**config.mk**
```make
export PLATFORM = sky130hd
export DESIGN_NAME = serial_subtractor
export DESIGN_NICKNAME = d
export VERILOG_FILES = /design/src/rtl/serial_subtractor_pkg.sv /design/src/rtl/serial_subtractor_full_sub.sv /design/src/rtl/serial_subtractor.sv
export SDC_FILE = /design/constraint.sdc
export NUM_CORES = 1
export LEC_CHECK = 0
export BUFFER_PORTS_ARGS = -buffer_cell sky130_fd_sc_hd__buf_2
export CORE_MARGIN = 2
export CORE_UTILIZATION = 40
export DETAILED_ROUTE_END_ITERATION = 7
export PLACE_DENSITY_LB_ADDON = 0.25
export RECOVER_POWER = 50
export SLEW_MARGIN = 20
export SYNTH_ARGS = -nofsm -noshare
export SYNTH_HDL_FRONTEND = slang
export SYNTH_SLANG_ARGS = --single-unit
```
**constraint.sdc**
```tcl
create_clock -name clk -period 3.5 [get_ports clk]
set_input_delay 0.35 -clock clk [delete_from_list [all_inputs] [get_ports clk]]
set_output_delay 0.35 -clock clk [all_outputs]
set_load 0.01 [all_outputs]
```
**src/rtl/serial_subtractor_pkg.sv**
```systemverilog
// -----------------------------------------------------------------------------
// serial_subtractor_pkg
//   Shared definitions for the bit-serial subtractor.
//   - state_t   : FSM state encoding (IDLE / SHIFT / DONE)
//   - N_DEFAULT : default operand width
// -----------------------------------------------------------------------------
package serial_subtractor_pkg;

    localparam int N_DEFAULT = 4;

    typedef enum logic [1:0] {
        S_IDLE  = 2'd0,
        S_SHIFT = 2'd1,
        S_DONE  = 2'd2
    } state_t;

endpackage

```
**src/rtl/serial_subtractor_full_sub.sv**
```systemverilog
// -----------------------------------------------------------------------------
// full_sub
//   Combinational 1-bit full subtractor: computes a - b - bin.
//   Ports:
//     a    in  1  minuend bit
//     b    in  1  subtrahend bit
//     bin  in  1  borrow in
//     d    out 1  difference bit
//     bout out 1  borrow out
// -----------------------------------------------------------------------------
module full_sub (
    input  logic a,
    input  logic b,
    input  logic bin,
    output logic d,
    output logic bout
);

    assign d    = a ^ b ^ bin;
    // Borrow when a=0,b=1, or when a==b and a borrow is already pending.
    assign bout = (~a & b) | (~(a ^ b) & bin);

endmodule

```
**src/rtl/serial_subtractor.sv**
```systemverilog
// -----------------------------------------------------------------------------
// serial_subtractor
//   Bit-serial N-bit subtractor: diff = a - b - bin (mod 2^N), LSB first,
//   one bit per clock through a single full_sub cell and a borrow flip-flop.
//   Ports:
//     clk    in  1  clock, rising edge
//     rst_n  in  1  synchronous reset, active-low
//     start  in  1  load operands and begin (honoured only in IDLE or DONE)
//     a      in  N  minuend
//     b      in  N  subtrahend
//     bin    in  1  borrow in
//     busy   out 1  high while bits are being processed
//     done   out 1  one-cycle pulse, diff/bout valid
//     diff   out N  registered difference, held until next completion
//     bout   out 1  registered final borrow (1 => a < b + bin, unsigned)
// -----------------------------------------------------------------------------
module serial_subtractor
    import serial_subtractor_pkg::*;
#(
    parameter int N = N_DEFAULT
) (
    input  logic         clk,
    input  logic         rst_n,
    input  logic         start,
    input  logic [N-1:0] a,
    input  logic [N-1:0] b,
    input  logic         bin,
    output logic         busy,
    output logic         done,
    output logic [N-1:0] diff,
    output logic         bout
);

    localparam int                CNT_W    = $clog2(N);
    localparam logic [CNT_W-1:0]  CNT_LAST = CNT_W'(N - 1);

    state_t             state_reg;
    logic [N-1:0]       a_sr_reg;
    logic [N-1:0]       b_sr_reg;
    // Result shift register keeps only the upper N-1 bits: the bit that would
    // fall out of the bottom is never needed, because the final word is taken
    // straight from res_sr_next on the last bit.
    logic [N-2:0]       res_sr_reg;
    logic               br_reg;
    logic [CNT_W-1:0]   cnt_reg;
    logic               busy_reg;
    logic               done_reg;
    logic [N-1:0]       diff_reg;
    logic               bout_reg;

    logic               cell_d;
    logic               cell_bout;
    logic [N-1:0]       res_sr_next;
    logic [N-1:0]       a_shift_next;
    logic [N-1:0]       b_shift_next;

    full_sub u_full_sub (
        .a    (a_sr_reg[0]),
        .b    (b_sr_reg[0]),
        .bin  (br_reg),
        .d    (cell_d),
        .bout (cell_bout)
    );

    // New difference bit enters at the MSB side; after N bits the LSB of the
    // result has walked down to bit 0.
    assign res_sr_next = {cell_d, res_sr_reg};

    // Logical right shift of the operand registers.
    genvar gi;
    generate
        for (gi = 0; gi < N - 1; gi++) begin : g_shift
            assign a_shift_next[gi] = a_sr_reg[gi+1];
            assign b_shift_next[gi] = b_sr_reg[gi+1];
        end
    endgenerate
    assign a_shift_next[N-1] = 1'b0;
    assign b_shift_next[N-1] = 1'b0;

    always_ff @(posedge clk) begin
        if (!rst_n) begin
            state_reg  <= S_IDLE;
            a_sr_reg   <= '0;
            b_sr_reg   <= '0;
            res_sr_reg <= '0;
            br_reg     <= 1'b0;
            cnt_reg    <= '0;
            busy_reg   <= 1'b0;
            done_reg   <= 1'b0;
            diff_reg   <= '0;
            bout_reg   <= 1'b0;
        end else begin
            case (state_reg)
                S_IDLE: begin
                    done_reg <= 1'b0;
                    if (start) begin
                        a_sr_reg   <= a;
                        b_sr_reg   <= b;
                        br_reg     <= bin;
                        res_sr_reg <= '0;
                        cnt_reg    <= '0;
                        busy_reg   <= 1'b1;
                        state_reg  <= S_SHIFT;
                    end
                end

                S_SHIFT: begin
                    a_sr_reg   <= a_shift_next;
                    b_sr_reg   <= b_shift_next;
                    br_reg     <= cell_bout;
                    res_sr_reg <= res_sr_next[N-1:1];
                    cnt_reg    <= cnt_reg + 1'b1;
                    // start is deliberately not looked at here.
                    if (cnt_reg == CNT_LAST) begin
                        diff_reg  <= res_sr_next;
                        bout_reg  <= cell_bout;
                        done_reg  <= 1'b1;
                        busy_reg  <= 1'b0;
                        state_reg <= S_DONE;
                    end
                end

                S_DONE: begin
                    done_reg <= 1'b0;
                    if (start) begin
                        // Back-to-back: skip IDLE and load the next operands.
                        a_sr_reg   <= a;
                        b_sr_reg   <= b;
                        br_reg     <= bin;
                        res_sr_reg <= '0;
                        cnt_reg    <= '0;
                        busy_reg   <= 1'b1;
                        state_reg  <= S_SHIFT;
                    end else begin
                        state_reg <= S_IDLE;
                    end
                end

                default: begin
                    busy_reg  <= 1'b0;
                    done_reg  <= 1'b0;
                    state_reg <= S_IDLE;
                end
            endcase
        end
    end

    assign busy = busy_reg;
    assign done = done_reg;
    assign diff = diff_reg;
    assign bout = bout_reg;

endmodule

```
# Word-level counts from Yosys, hierarchy flattened
# Cells that the tools add are included.
[word_totals] ff_bits=23 out_inout_bits=7 word_cells=49
[op_classes] add_sub_neg=1 eq_ne=6 muxes=17 n_bitwise=7 reduce_logical=8
[ops] op="$pmux 4 s2" n=2
[ops] op="$reduce_and 2->1" n=5
[ops] op="$mux 4" n=2
[ops] op="$mux 2" n=3
[ops] op="$pmux 2 s3" n=1
[ops] op="$pmux 3 s2" n=1
[ops] op="$eq 2x2->1 const B" n=2
[ops] op="$mux 1" n=4
[ops] op="$ne 2x2->1 const B" n=2
[ops] op="$pmux 1 s2" n=2
[ops] op="$pmux 2 s2" n=1
[ops] op="$mux 3" n=1
[ops] op="$add 2x1->2 const B" n=1
[ops] op="$and 1x1->1" n=2
[ops] op="$eq 2x1->1 const B" n=1
[ops] op="$logic_not 2->1" n=1
[ops] op="$ne 2x1->1 const B" n=1
[ops] op="$not 1->1" n=2
[ops] op="$reduce_bool 2->1" n=1
[ops] op="$reduce_or 2->1" n=1
[ops] op="$xor 1x1->1" n=2
[ops] op="$or 1x1->1" n=1

# Longest topological paths before layout
# Gate-level depths: netlist of run 1.
[depth] ltp_word=5 mapped_depth=6 mapped_depth_nobuf=5

# Cells and area by module
# A second synthesis of run 1 with hierarchy kept.
[unflattened] hier_cells=107 hier_area_um2=1053.5
[modules_own_cells] module="serial_subtractor" n_inst=1 cells_each=103 area_each_um2=1022.2 seq_area_each_um2=460.4
[modules_own_cells] module="full_sub" n_inst=1 cells_each=4 area_each_um2=31.3 seq_area_each_um2=0.0

# Worst setup path before layout of run 1
# Ideal clock, no wire load.
[synth_path] kind="reg-to-reg" start="register b_sr_reg[0]" end="register res_sr_reg[2]" t_arrival_ps=1262 setup_slack_ps=2111 path_stages_with_launch=6 path_buffers=0 period_less_slack_ps=1389 path_cell_list="dfxtp_1 > inv_1 > fa_1 > mux2_2 > a21oi_1 > nor2_1"
[synth_via] elab_chain_cells=3
[synth_rtl] item="start: declaration" line="serial_subtractor.sv:39" text="logic [N-1:0] b_sr_reg;"
[synth_rtl] item="start signal: assignment" line="serial_subtractor.sv:109" text="b_sr_reg <= b_shift_next;"
[synth_rtl] item="$xor 1x1->1 (2 in a row)" line="serial_subtractor_full_sub.sv:19" text="assign d = a ^ b ^ bin;"
[synth_rtl] item="via cell_d" line="serial_subtractor.sv:51" text="logic cell_d;"
[synth_rtl] item="$pmux 3 s2" line="serial_subtractor.sv:93" text="case (state_reg)"
[synth_rtl] item="end signal: assignment" line="serial_subtractor.sv:111" text="res_sr_reg <= res_sr_next[N-1:1];"
[synth_rtl] item="end: declaration" line="serial_subtractor.sv:43" text="logic [N-2:0] res_sr_reg;"
# The timed path passes the listed nets, and every way through them passes these cells.
# A chain may end at the register's enable or synchronous reset.

# Worst setup path in the final report of run 1
[layout_path] start="register state_reg[0]" end="register br_reg"
[layout_via] elab_chain_cells=4
[layout_rtl] item="start: declaration" line="serial_subtractor.sv:37" text="state_t state_reg;"
[layout_rtl] item="start signal: assignment" line="serial_subtractor.sv:82" text="state_reg <= S_IDLE;"
[layout_rtl] item="start signal: assignment" line="serial_subtractor.sv:103" text="state_reg <= S_SHIFT;"
[layout_rtl] item="start signal: assignment" line="serial_subtractor.sv:119" text="state_reg <= S_DONE;"
[layout_rtl] item="$eq 2x2->1 / $logic_not 2->1 (equally long branches)" line="serial_subtractor.sv:93"
[layout_rtl] item="$reduce_or 2->1 (no line)"
[layout_rtl] item="$ne 2x1->1 (no line) / $reduce_bool 2->1 (equally long branches)"
[layout_rtl] item="$reduce_and 2->1 (no line)"
[layout_rtl] item="end signal: assignment" line="serial_subtractor.sv:99" text="br_reg <= bin;"
[layout_rtl] item="end signal: assignment" line="serial_subtractor.sv:110" text="br_reg <= cell_bout;"
[layout_rtl] item="end signal: assignment" line="serial_subtractor.sv:129" text="br_reg <= bin;"
[layout_rtl] item="end: declaration" line="serial_subtractor.sv:44" text="logic br_reg;"
# Parallel ways exist; a longest one is shown, timed or not.

==> metrics.md, run 1 <==
| Metric | Value |
|---|---|
| Via density per instance | `5.25` |
| Crit-path max cell delay | `roughly 0.80 ns` |
| Reg2Reg Depth | `4` |
| Vias in the first global route | `775` |
| Area Growth Syn to Fin | `7.99%` |
| CTS Hold Bufs | `0` |
| Syn_nets | `124` |
| CP Cell Sequence | `clkbuf_1 -> nor2b_4 -> or2_1 -> o211a_1` |
| Final instance area | `roughly 1200 um^2` |
| Num ports | `19` |
| Final setup fails | `0` |
| Fillers | `258` |
| Routed Antenna Nets | `0` |
| Postcts setup bufs | `0` |
| Critical path buffer and inverter count | `1` |
| Flop2flop setup slack | `between 1 and 1.5 ns` |
| Synth warnings | `0` |
| Worst skew pair latency | `0.31 ns` |
| Hold Crit Class | `primary input to flip-flop` |
| Cell taking the most area after synthesis | `dfxtp_1` |
| RSZ-0062 raised after global routing | `no` |
| Mean Syn Cell Area | `approximately 10 um^2` |
| Synth Cell Area | `about 1100 um^2` |
| Initial antenna violation count | `0` |
| Area contributors post-synth | `dfxtp_1, mux2i_1, a211oi_2` |
| GR Overflow Total | `0` |
| Number of gates resized after CTS | `0` |
| Synthesized netlist cell count | `110` |
| Hold Path Depth | `2` |
| Pre-antenna DRT Iters | `4` |
| Synth top area share | `0.420` |
| # rows | `18` |
| Most frequent cells in the layout | `dfxtp_1, buf_2, mux2i_1, a21oi_1, nor2_1` |
| Slew @ Worst Pin | `around 1.1 ns` |
| Total Routing Usage GR | `0.130` |
| Worst reg2reg startpoint | `state_reg[0]` |
| Die area | `between 3000 and 4000 um^2` |
| CTS tree | `done` |
| Final hold vios | `0` |
| Crit path DAT | `2.25 ns` |
| Status | `finished, final reports clean` |
| Initial core utilization | `0.431` |
| Distinct cells, synth | `28` |
| Layout Cells excl Fill | `between 150 and 200` |
| Commonest non-fill, non-tap cell in the layout | `dfxtp_1` |
| Critical Path End Type | `flip-flop` |
| Post-DP HPWL | `between 1000 and 1500 um` |
| Root Buffer | `clkbuf_4` |
| Core area | `2540 um^2` |
| Total CTS buffers | `3` |
| Seq cells post-synth | `23` |
| Initial drt markers | `7` |
| CTS Buffer Depth | `2` |
| Cell at the slowest stage of the critical path | `clkbuf_1` |
| ANT cells | `0` |
| Sink Count | `23` |
| Wirelength per Cell | `between 10 and 15 um` |
| Vias post-DR | `808` |
| Achievable Freq | `493 MHz` |
| Die height | `~56 um` |
| Hold_sp | `rst_n` |
| Layout cell share with drive strength beyond 1 | `0.226` |
| First-pass GRT wire length | `roughly 3300 um` |
| Worst Path Required | `about 3.7 ns` |
| Crit path kind | `flip-flop to flip-flop` |
| Leak Pwr | `between 0.0004 and 0.0005 uW` |
| Crit share post-route | `0.580` |
| H-tree Lvls | `1` |
| Peak supply drop | `between 200 and 300 uV` |
| Routability cong. | `around 0.66` |
| Worst slew margin | `0.282` |
| Placed Area | `between 1000 and 1500 um^2` |
| Final min period | `between 2 and 2.5 ns` |
| Hold Path Sink | `br_reg` |
| Worst Setup Start Kind | `flip-flop` |
| Largest net degree at the start of global routing | `23` |
| Clk_skew | `a little over 0.008 ns` |
| PortBufs | `18` |
| Seq/Total Area, Yosys | `0.420` |
| Clock-pin transition on the worst setup and hold timing paths | `around 0.13 ns` |
| Die extent in x | `around 56 um` |
| Max_cap viols | `0` |
| Placed Cells | `150` |
| Nets | `between 100 and 150` |
| Worst R2R End | `br_reg` |
| # DRC | `0` |
| Max Slew Vio Count | `0` |
| Final TNS setup | `0 ns` |
| Min Hold Slack | `0.281 ns` |
| CP max FO | `22` |
| CP delay by family, top | `buffers and inverters` |
| Total Wirelength | `1940 um` |
| Pwr/cell area | `around 420 nW/um^2` |
-- synth_stat cells (all sizes together) --
| library cell | n |
|---|---|
| nand3 | 3 |
| xnor2 | 1 |
| or2 | 1 |
| nor3b | 5 |
| fa | 1 |
| nand2b | 1 |
| inv | 6 |
| o21ai | 1 |
| and3 | 1 |
| nor2 | 10 |
| nor3 | 6 |
| nand2 | 2 |
| o211a | 2 |
| ha | 1 |
| a211oi | 6 |
| buf | 6 |
| mux2 | 6 |
| nor2b | 2 |
| a311oi | 1 |
| nand3b | 1 |
| clkbuf | 3 |
| dfxtp | 23 |
| a21oi | 10 |
| mux2i | 10 |
| o221ai | 1 |
-- worst max-delay path by stage --
stage,cells past startpoint,end,startpoint,slack (ns)
after CTS,3,a_sr_reg[1],state_reg[1],1.74
after global routing,4,br_reg,state_reg[0],1.30
after global placement,3,a_sr_reg[0],state_reg[1],1.79
final,4,br_reg,state_reg[0],1.47
after detailed placement,3,a_sr_reg[1],state_reg[1],1.75
after floorplan,5,res_sr_reg[2],b_sr_reg[0],2.11
-- worst register-to-register path, delay by kind of cell (launching register included) --
family                 cells  cell delay (ns)
AOI/OAI and AO/OA          1             0.25
buffers and inverters      1             0.80
DFF                        1             0.34
and+or+nand+nor            2             0.55
-- layer usage --
layer,part of all wire,vias up,GRT usage
li1,-,415,-
met1,0.46,379,0.149
met2,0.48,12,0.237
met3,0.045,2,0.0438
met4,0.0078,0,0.0204
met5,0,-,0
-- per-stage QoR --
stage                util  setup slack [ns]  total power [uW]
CTS                 0.470              1.74               502
global route        0.465              1.30               525
detailed placement  0.459              1.75               380
finish              0.465              1.47               493
floorplan               -              2.11               364
global placement    0.459              1.79               376
-- cell type report --
cell class	instances	area, um^2	area share
multi-input combinational	72	551	0.465
sequential	23	460	0.389
timing repair buffer	19	85.1	0.0719
tap	30	37.5	0.0317
clock buffer	3	22.5	0.0190
inverter	6	22.5	0.0190
clock inverter	1	5.00	0.00423
-- report_power, final --
group | internal, uW | switching [uW]
Combinational | 39.2 | 46.3
Clock | 42.7 | 79.1
Sequential | 277 | 9.03
-- cells by family after synthesis --
group / synth area share
and+or+nand+nor: 0.159
muxes: 0.153
DFF: 0.420
buffers and inverters: 0.0776
xor gates and xnor gates: 0.00799
AOI/OAI and AO/OA: 0.153
adders and majority gates: 0.0297
(Power assumes the default switching activity.)
==> inputs of run 2 (changes only) <==
==> constraint.sdc (replaced) <==
create_clock -name clk -period 1.9 [get_ports clk]
set_input_delay 0.19 -clock clk [delete_from_list [all_inputs] [get_ports clk]]
set_output_delay 0.19 -clock clk [all_outputs]
set_load 0.01 [all_outputs]
==> run 2 against run 1 <==
  * First-iteration DRC count grew 140%
  * Highest routed layer unchanged
  * Sequential power grew 86%
  * Final cell count grew 1.3%
  * Largest power group unchanged
  * Largest cell class unchanged
  * Sequential cell count is the same
==> metrics.md, run 2 (synthesis gave the netlist of run 1 again) <==
| Metric | Value |
|---|---|
| Sink Count | `23 (unchanged)` |
| Core area | `2540 um^2 (unchanged)` |
| GR Overflow Total | `0 (unchanged)` |
| Achievable Freq | `668 MHz (+36%)` |
| Commonest non-fill, non-tap cell in the layout | `dfxtp_1` |
| Routability cong. | `0.699 (+5.1%)` |
| Largest net degree at the start of global routing | `21 (-8.7%)` |
| Status | `finished, final reports clean` |
| Layout cell share with drive strength beyond 1 | `0.222 (-0.00358)` |
| Clk_skew | `0.0123 ns (+0.00416 ns)` |
| Worst Path Required | `2.15 ns (-1.57 ns)` |
| Crit path kind | `flip-flop to flip-flop` |
| Vias post-DR | `808 (unchanged)` |
| Peak supply drop | `440 uV (+64%)` |
| First-pass GRT wire length | `3530 um (+6.6%)` |
| # DRC | `0 (unchanged)` |
| Pre-antenna DRT Iters | `4 (unchanged)` |
| Placed Cells | `152 (+1.3%)` |
| Final hold vios | `0 (unchanged)` |
| Final setup fails | `0 (unchanged)` |
| CTS Hold Bufs | `0 (unchanged)` |
| Final min period | `1.50 ns (-0.533 ns)` |
| CTS Buffer Depth | `2 (unchanged)` |
| Postcts setup bufs | `0 (unchanged)` |
| Wirelength per Cell | `13.2 um (+4.9%)` |
| PortBufs | `18 (unchanged)` |
| Initial antenna violation count | `0 (unchanged)` |
| Number of gates resized after CTS | `0 (unchanged)` |
| Total CTS buffers | `3 (unchanged)` |
| Die extent in x | `56.3 um (unchanged)` |
| Fillers | `261 (+1.2%)` |
| CTS tree | `done` |
| ANT cells | `0 (unchanged)` |
| # rows | `18 (unchanged)` |
| Vias in the first global route | `812 (+4.8%)` |
| Root Buffer | `clkbuf_4` |
| Crit share post-route | `0.788 (+0.208)` |
| Layout Cells excl Fill | `156 (+1.3%)` |
| H-tree Lvls | `1 (unchanged)` |
| Total Routing Usage GR | `0.141 (+0.0104)` |
| RSZ-0062 raised after global routing | `no` |
| Via density per instance | `5.18 (-1.3%)` |
| Initial drt markers | `17 (+10)` |
| Critical Path End Type | `flip-flop` |
| Die height | `56.3 um (unchanged)` |
| Num ports | `19 (unchanged)` |
| Max Slew Vio Count | `0 (unchanged)` |
| Clock-pin transition on the worst setup and hold timing paths | `0.13 ns (about the same)` |
| Most frequent cells in the layout | `dfxtp_1, buf_2` |
| Area Growth Syn to Fin | `8.90%` |
| Leak Pwr | `0.000503 uW (+0.71%)` |
| Die area | `3170 um^2 (unchanged)` |
| Initial core utilization | `0.431 (unchanged)` |
| CP max FO | `11 (-50%)` |
| Max_cap viols | `0 (unchanged)` |
| Pwr/cell area | `762 nW/um^2 (+83%)` |
| Nets | `141 (+1.4%)` |
| Total Wirelength | `2060 um (+6.3%)` |
| Worst slew margin | `0.509 (+0.227)` |
| Routed Antenna Nets | `0 (unchanged)` |
| Crit path DAT | `1.75 ns (-0.50 ns)` |
| Slew @ Worst Pin | `0.736 ns (-0.341 ns)` |
| Post-DP HPWL | `1520 um (+8.7%)` |
| Worst skew pair latency | `0.31 ns (about the same)` |
| Hold Crit Class | `primary input to flip-flop` |
| Final TNS setup | `0 ns (unchanged)` |
| Worst Setup Start Kind | `flip-flop` |
[run 2: cell count changes in the layout (fill, tap and decap cells not counted), sizes merged]
cell and delta:
buf +1, clkbuf +2, clkinv -1
[run 2: worst paths after layout]
path | startpoint | endpoint | slack, ns | depth (start not counted)
setup reg to reg | state_reg[0] | br_reg | 0.40 | 4
hold reg to reg | diff[2] | diff[2] | 0.51 | 2
setup / recovery | state_reg[0] | br_reg | 0.40 | 4
hold / removal | rst_n | br_reg | 0.15 | 2
[run 2: layer usage]
| layer | global-route usage | vias up | part of all wire |
|---|---|---|---|
| met1 | 0.179 | 376 | 0.47 |
| met4 | 0.0612 | 0 | 0.0049 |
| met3 | 0.0207 | 2 | 0.032 |
| met2 | 0.235 | 12 | 0.49 |
| met5 | 0 | - | 0 |
| li1 | - | 418 | - |
[run 2: cell type report]
| type | instances | area, um^2 | share of cell area |
|---|---|---|---|
| multi-input combinational | 72 | 551 | 0.461 |
| sequential | 23 | 460 | 0.386 |
| timing repair buffer | 21 | 96.3 | 0.0807 |
| tap | 30 | 37.5 | 0.0314 |
| inverter | 6 | 22.5 | 0.0189 |
| clock buffer | 4 | 26.3 | 0.0220 |
[run 2: power by group]
group	switching, uW	internal, uW	total (uW)
Sequential	22.4	510	532
Clock	142	81.8	224
Combinational	80.4	73.3	154
Total	244	665	909
[run 2: metrics by stage]
stage | worst slack (ns) | utilization | area, um^2 | hold WS [ns] | total power (uW)
finish | 0.403 | 0.469 | 1190 | 0.147 | 909
global route | 0.215 | 0.469 | 1190 | 0.134 | 970
CTS | 0.407 | 0.475 | 1210 | 0.125 | 927
detailed placement | 0.427 | 0.465 | 1180 | 0.464 | 703
global placement | 0.471 | 0.465 | 1180 | 0.463 | 696
floorplan | 0.511 | - | 1100 | 0.323 | 670
[run 2: critical path, stage by stage, from the launching register on]
cell	delay (ns)
dfxtp_1	0.58
clkbuf_1	0.33
inv_1	0.16
o221ai_1	0.21
o211a_1	0.16
